### config.mk
export PLATFORM = sky130hd
export DESIGN_NAME = mult_div_sequencer
export DESIGN_NICKNAME = d
export VERILOG_FILES = /design/src/rtl/mult_div_pkg.sv /design/src/rtl/mult_div_step.sv /design/src/rtl/mult_div_sequencer.sv
export SDC_FILE = /design/constraint.sdc
export NUM_CORES = 1
export LEC_CHECK = 0
export BUFFER_PORTS_ARGS = -buffer_cell sky130_fd_sc_hd__buf_2
export CAP_MARGIN = 5
export CORE_UTILIZATION = 60
export CTS_CLUSTER_DIAMETER = 200
export DETAILED_ROUTE_END_ITERATION = 7
export PLACE_DENSITY = 0.92
export SKIP_LAST_GASP = 1
export SLEW_MARGIN = 20
export SYNTH_ARGS = -nofsm -noshare
export SYNTH_HDL_FRONTEND = slang
export SYNTH_HIERARCHICAL = 1
export SYNTH_SLANG_ARGS = --single-unit
export TNS_END_PERCENT = 30
### constraint.sdc
create_clock -name clock -period 6.4 [get_ports clock]
set_clock_uncertainty 0.1 [all_clocks]
set_input_delay 0.96 -clock clock [delete_from_list [all_inputs] [get_ports clock]]
set_output_delay 0.96 -clock clock [all_outputs]
set_load 0.01 [all_outputs]
### src/rtl/mult_div_pkg.sv
// Shared op codes and state encoding for the signed multi-cycle MULT/DIV sequencer.
package mult_div_pkg;

   localparam logic OP_MULT = 1'b0;
   localparam logic OP_DIV  = 1'b1;

   typedef enum logic [2:0] {
      ST_IDLE  = 3'd0,
      ST_ITER  = 3'd1,
      ST_FIX   = 3'd2,
      ST_DONE  = 3'd3,
      ST_DZERO = 3'd4
   } state_t;

endpackage

### src/rtl/mult_div_step.sv
// One iteration of the datapath: shift-add for MULT, restoring subtract for DIV.
module mult_div_step
   import mult_div_pkg::*;
#(
   parameter int WIDTH = 32
) (
   input  logic             op,
   input  logic [WIDTH:0]   acc,
   input  logic [WIDTH-1:0] sr,
   input  logic [WIDTH-1:0] mag_b,
   output logic [WIDTH:0]   acc_next,
   output logic [WIDTH-1:0] sr_next
);

   logic [WIDTH:0] addend;
   logic [WIDTH:0] sum;
   logic [WIDTH:0] shifted;
   logic [WIDTH:0] diff;

   always_comb begin
      addend   = sr[0] ? {1'b0, mag_b} : '0;
      sum      = acc + addend;
      shifted  = {acc[WIDTH-1:0], sr[WIDTH-1]};
      diff     = shifted - {1'b0, mag_b};
      acc_next = acc;
      sr_next  = sr;
      if (op == OP_MULT) begin
         // product grows into acc while the multiplier shifts out of sr
         acc_next = {1'b0, sum[WIDTH:1]};
         sr_next  = {sum[0], sr[WIDTH-1:1]};
      end else if (!diff[WIDTH]) begin
         acc_next = diff;
         sr_next  = {sr[WIDTH-2:0], 1'b1};
      end else begin
         acc_next = shifted;
         sr_next  = {sr[WIDTH-2:0], 1'b0};
      end
   end

endmodule

### src/rtl/mult_div_sequencer.sv
// Signed multi-cycle MULT/DIV unit: FSM, iteration counter, sign flags and HI/LO registers.
//  state    | meaning
//  ST_IDLE  | waiting for start; operands latched as magnitudes on accept
//  ST_ITER  | one shift-add / restoring-subtract step per clock, WIDTH steps
//  ST_FIX   | sign correction of the unsigned result, HI/LO loaded on exit
//  ST_DONE  | done / hi_lo_write pulse
//  ST_DZERO | div_zero pulse, HI/LO untouched
module mult_div_sequencer
   import mult_div_pkg::*;
#(
   parameter int WIDTH = 32
) (
   input  logic             clock,
   input  logic             reset,
   input  logic             start,
   input  logic             op,
   input  logic [WIDTH-1:0] operand_a,
   input  logic [WIDTH-1:0] operand_b,
   output logic             busy,
   output logic             done,
   output logic             hi_lo_write,
   output logic             div_zero,
   output logic [WIDTH-1:0] hi,
   output logic [WIDTH-1:0] lo
);

   localparam int CW = $clog2(WIDTH);

   state_t             state;
   state_t             state_next;
   logic [CW-1:0]      count;
   logic               op_q;
   logic               neg_q;
   logic               neg_a_q;
   logic [WIDTH-1:0]   mag_b_q;
   logic [WIDTH:0]     acc_q;
   logic [WIDTH-1:0]   sr_q;
   logic [WIDTH-1:0]   hi_q;
   logic [WIDTH-1:0]   lo_q;

   logic [WIDTH-1:0]   abs_a;
   logic [WIDTH-1:0]   abs_b;
   logic [WIDTH:0]     acc_next;
   logic [WIDTH-1:0]   sr_next;
   logic [2*WIDTH-1:0] product;
   logic [2*WIDTH-1:0] product_s;
   logic [WIDTH-1:0]   quot_s;
   logic [WIDTH-1:0]   rem_s;
   logic [WIDTH-1:0]   fix_hi;
   logic [WIDTH-1:0]   fix_lo;

   // the most negative value maps to the unsigned magnitude 2^(WIDTH-1)
   assign abs_a = operand_a[WIDTH-1] ? -operand_a : operand_a;
   assign abs_b = operand_b[WIDTH-1] ? -operand_b : operand_b;

   mult_div_step #(.WIDTH(WIDTH)) u_step (
      .op       (op_q),
      .acc      (acc_q),
      .sr       (sr_q),
      .mag_b    (mag_b_q),
      .acc_next (acc_next),
      .sr_next  (sr_next)
   );

   always_ff @(posedge clock or posedge reset) begin
      if (reset) state <= ST_IDLE;
      else       state <= state_next;
   end

   always_comb begin
      state_next = state;
      case (state)
         ST_IDLE: begin
            if (start) begin
               if (op == OP_DIV && operand_b == '0) state_next = ST_DZERO;
               else                                 state_next = ST_ITER;
            end
         end
         ST_ITER:  if (count == '0) state_next = ST_FIX;
         ST_FIX:   state_next = ST_DONE;
         ST_DONE:  state_next = ST_IDLE;
         ST_DZERO: state_next = ST_IDLE;
         default:  state_next = ST_IDLE;
      endcase
   end

   always_comb begin
      product   = {acc_q[WIDTH-1:0], sr_q};
      product_s = neg_q ? -product : product;
      quot_s    = neg_q ? -sr_q : sr_q;
      rem_s     = neg_a_q ? -acc_q[WIDTH-1:0] : acc_q[WIDTH-1:0];
      fix_hi    = (op_q == OP_MULT) ? product_s[2*WIDTH-1:WIDTH] : rem_s;
      fix_lo    = (op_q == OP_MULT) ? product_s[WIDTH-1:0]       : quot_s;
   end

   always_ff @(posedge clock or posedge reset) begin
      if (reset) begin
         count   <= '0;
         op_q    <= OP_MULT;
         neg_q   <= 1'b0;
         neg_a_q <= 1'b0;
         mag_b_q <= '0;
         acc_q   <= '0;
         sr_q    <= '0;
         hi_q    <= '0;
         lo_q    <= '0;
      end else begin
         case (state)
            ST_IDLE: begin
               if (start) begin
                  op_q    <= op;
                  neg_q   <= operand_a[WIDTH-1] ^ operand_b[WIDTH-1];
                  neg_a_q <= operand_a[WIDTH-1];
                  mag_b_q <= abs_b;
                  sr_q    <= abs_a;
                  acc_q   <= '0;
                  count   <= CW'(WIDTH - 1);
               end
            end
            ST_ITER: begin
               acc_q <= acc_next;
               sr_q  <= sr_next;
               if (count != '0) count <= count - 1'b1;
            end
            ST_FIX: begin
               hi_q <= fix_hi;
               lo_q <= fix_lo;
            end
            default: ;
         endcase
      end
   end

   assign busy        = (state != ST_IDLE);
   assign done        = (state == ST_DONE);
   assign hi_lo_write = done;
   assign div_zero    = (state == ST_DZERO);
   assign hi          = hi_q;
   assign lo          = lo_q;

endmodule

==> flow_summary.toml <==
[logic_synthesis]
syn_avg_cell_area_sq_um = 8.00
syn-num-nets = 1933
syn_inst = 1792
yosys_register_bits = 172
synth_flop_cell = "dfrtp_1"
synth_seq_area_share_pct = 30.0
synth_warnings = 6
synthDistinctLibCells = 80
syn_area_sq_um = 14300
synth_edf_count = 0
async_flop_share_pct = 100

[timing]
fmax_ghz = 0.225
period_needed_ns = 4.44
whs_ns = 0.378
tightestPinTransition_ns = 1.11
rsz0062_at_grt = "false"
finalMaxSlewViolations = 0
fin_tns_setup_ns = 0
slew_headroom_pct = 25.6
setup_viol = 0
min_period_over_period_pct = 69.3
finalHoldViolCount = 0

[global_route]
gr-total-overflow = 0
grt_use_total_pct = 33.7
grt_start_max_net_pins = 132
grt_pass1_wl_um = 65600
antenna_found_initial = 1
grt_pass1_vias = 13135

[layout]
mostFrequentLayoutCell = "nand2_1"
layout_common_cells = "260 x nand2_1, 202 x o21ai_0, 171 x dfrtp_1, 135 x buf_2, 105 x a21oi_1"
antenna_cells = 0
drive_gt1_share_pct = 13.3
fill_cells = 1827
layout.nets = 2001
syn2layout_area_growth_pct = 10.2
final_cell_area_sq_um = 15800

[clocking]
clockRootBuffer = "clkbuf_16"
hold_buffers = 0
cts_buffers = 17
htreeDepth = 4
path_clk_slew_ns = 0.08
cts_buffer_depth = 2
cts_setup_buffers = 0
insertion_delay_ns = 0.44
cts.sinks = 172
cts_tree = "built"
cts_resized = 0

[die]
dieArea_sq_um = 24500
die_y_um = 157
row_count = 56
start_util_pct = 61.0
io_pins = 136
die_width_um = 157
fp.coreArea_sq_um = 23500

[power_and_ir_drop]
combPwrFrac_pct = 63.1
total_power_mw = 9.48
p_per_area_nw_per_um2 = 600
p_switching_mw = 4.86
peakVddDrop_v = 0.000378
p_sw_share_pct = 51.3
leakagePower_nw = 7.23
intPower_mw = 4.61
clkPwrFrac_pct = 11.9
power_frac_seq_pct = 25.0

[route]
routed_wl_um = 40400
vias = 13957
first_iter_violations = 1760
drtAntennaViolNets = 0
viasPerCell = 6.37
drtPass1Iterations = 8
wl_per_cell_um = 18.5
drc_errors = 0

[worst_setup_path]
r2r.worst_path.cells = 19
worst_r2r_endpoint = "acc_q[29]"
rrSetupSlack_ns = 1.96
crit_fanout = 19
worstSetupPathType = "flop to flop"
worst_setup_path_end_kind = "flop"
start_kind = "flop"
crit_path_start = "sr_q[31]"
r2r_start = "sr_q[31]"
critPathRequiredTime_ns = 6.58
arrival_ns = 4.61
cp-endpoint = "acc_q[29]"

[place]
numPortBuffers = 135
hpwl_um = 29400
placed_cell_area_sq_um = 15100
gp_congestion = 0.950

[flow_run]
maxCapViolCount = 0

[min_path]
holdCritPathClass = "flop to flop"

[outcome]
run_status = "finished clean"
==> cell usage after synthesis (35+ instances only) <==
cell,instances,area [sq um]
mux2_2,37,417
o31ai_1,35,263
nor3_1,36,180
clkbuf_1,90,338
and2_1,40,250
nor2_1,91,342
a21o_1,41,308
nand2_1,262,983
o21ai_0,202,1010
a21oi_1,105,526
inv_1,54,203
mux2i_1,35,350
ha_1,71,888
dfrtp_1,172,4300
xor2_1,100,876
nand3_1,60,300
xnor2_1,66,578
==> layout make-up <==
| type | instances | area [sq um] | share of cell area [%] |
|---|---|---|---|
| Clock buffer | 17 | 425 | 2.69 |
| Sequential cell | 172 | 4310 | 27.3 |
| Inverter | 54 | 208 | 1.32 |
| Clock inverter | 15 | 216 | 1.37 |
| Tap cell | 319 | 399 | 2.53 |
| Multi-Input combinational cell | 1466 | 9450 | 59.8 |
| Timing Repair Buffer | 149 | 785 | 4.97 |
==> layer usage <==
| metal | GRT usage [%] | part of all wire [%] |
|---|---|---|
| met5 | 0 | 0.032 |
| met4 | 10.9 | 2.2 |
| met3 | 5.93 | 9.5 |
| met2 | 54.3 | 45 |
| met1 | 45.8 | 43 |
==> power by group through the flow <==
stage / clock [mW] / combinational (mW) / sequential [mW]
2_1_floorplan: 0 / 4.51 / 2.10
3_3_place_gp: 0 / 5.60 / 2.32
3_5_place_dp: 0 / 5.78 / 2.35
4_1_cts: 1.13 / 5.86 / 2.33
5_1_grt: 1.18 / 6.60 / 2.43
6_report: 1.12 / 5.98 / 2.37
==> cell families (layout without fill, tap and decap cells) <==
kind of cell,Yosys count,in the layout,share of synthesized area [%]
AOI/OAI and AO/OA,508,508,21.8
and+or+nand+nor,646,646,22.0
xor gates and xnor gates,166,166,10.1
adders and majority gates,73,73,6.48
DFF,172,172,30.0
muxes,73,73,5.43
buffers and inverters,154,235,4.13
==> worst max-delay path, stage by stage, from the launching register on <==
cell and delay (ns):
dfrtp_1 0.43, inv_1 0.11, ha_1 0.23, fa_1 0.41
nand2b_1 0.21, a21o_1 0.20, a31o_1 0.21, a21oi_1 0.31
a221o_1 0.30, a31oi_1 0.15, o21ai_0 0.29, ha_1 0.31
buf_4 0.24, nor2_1 0.16, nand2_1 0.08, o21ai_0 0.14
a21oi_1 0.08, and3_1 0.16, nand2_1 0.05, o31ai_1 0.09
==> metrics by stage <==
| step | utilization (%) | instances | setup WS, ns |
|---|---|---|---|
| floorplan | - | 1792 | 0.680 |
| global placement | 64.5 | 2160 | 2.36 |
| detailed placement | 64.5 | 2160 | 2.21 |
| CTS | 67.2 | 2192 | 2.11 |
| global route | 67.3 | 2192 | 1.74 |
| finish | 67.3 | 2192 | 1.96 |
==> flip-flops by register name (all words and copies together) (netlist names) <==
register and flops:
neg_a_q 1, sr_q 32, op_q 1, count 5, lo 32, state 3, neg_q 1, hi 32
mag_b_q 32, acc_q 33
==> worst min path at each step <==
stage / startpoint / end / slack, ns / cells past startpoint
after global placement: lo[11] / lo[11] / 0.36 / 2
after CTS: hi[20] / hi[20] / 0.38 / 2
after floorplan: mag_b_q[15] / mag_b_q[15] / 0.36 / 2
after global routing: hi[19] / hi[19] / 0.41 / 2
after detailed placement: hi[12] / hi[12] / 0.37 / 2
final: hi[11] / hi[11] / 0.38 / 2
Power figures use the tool's default switching activity.
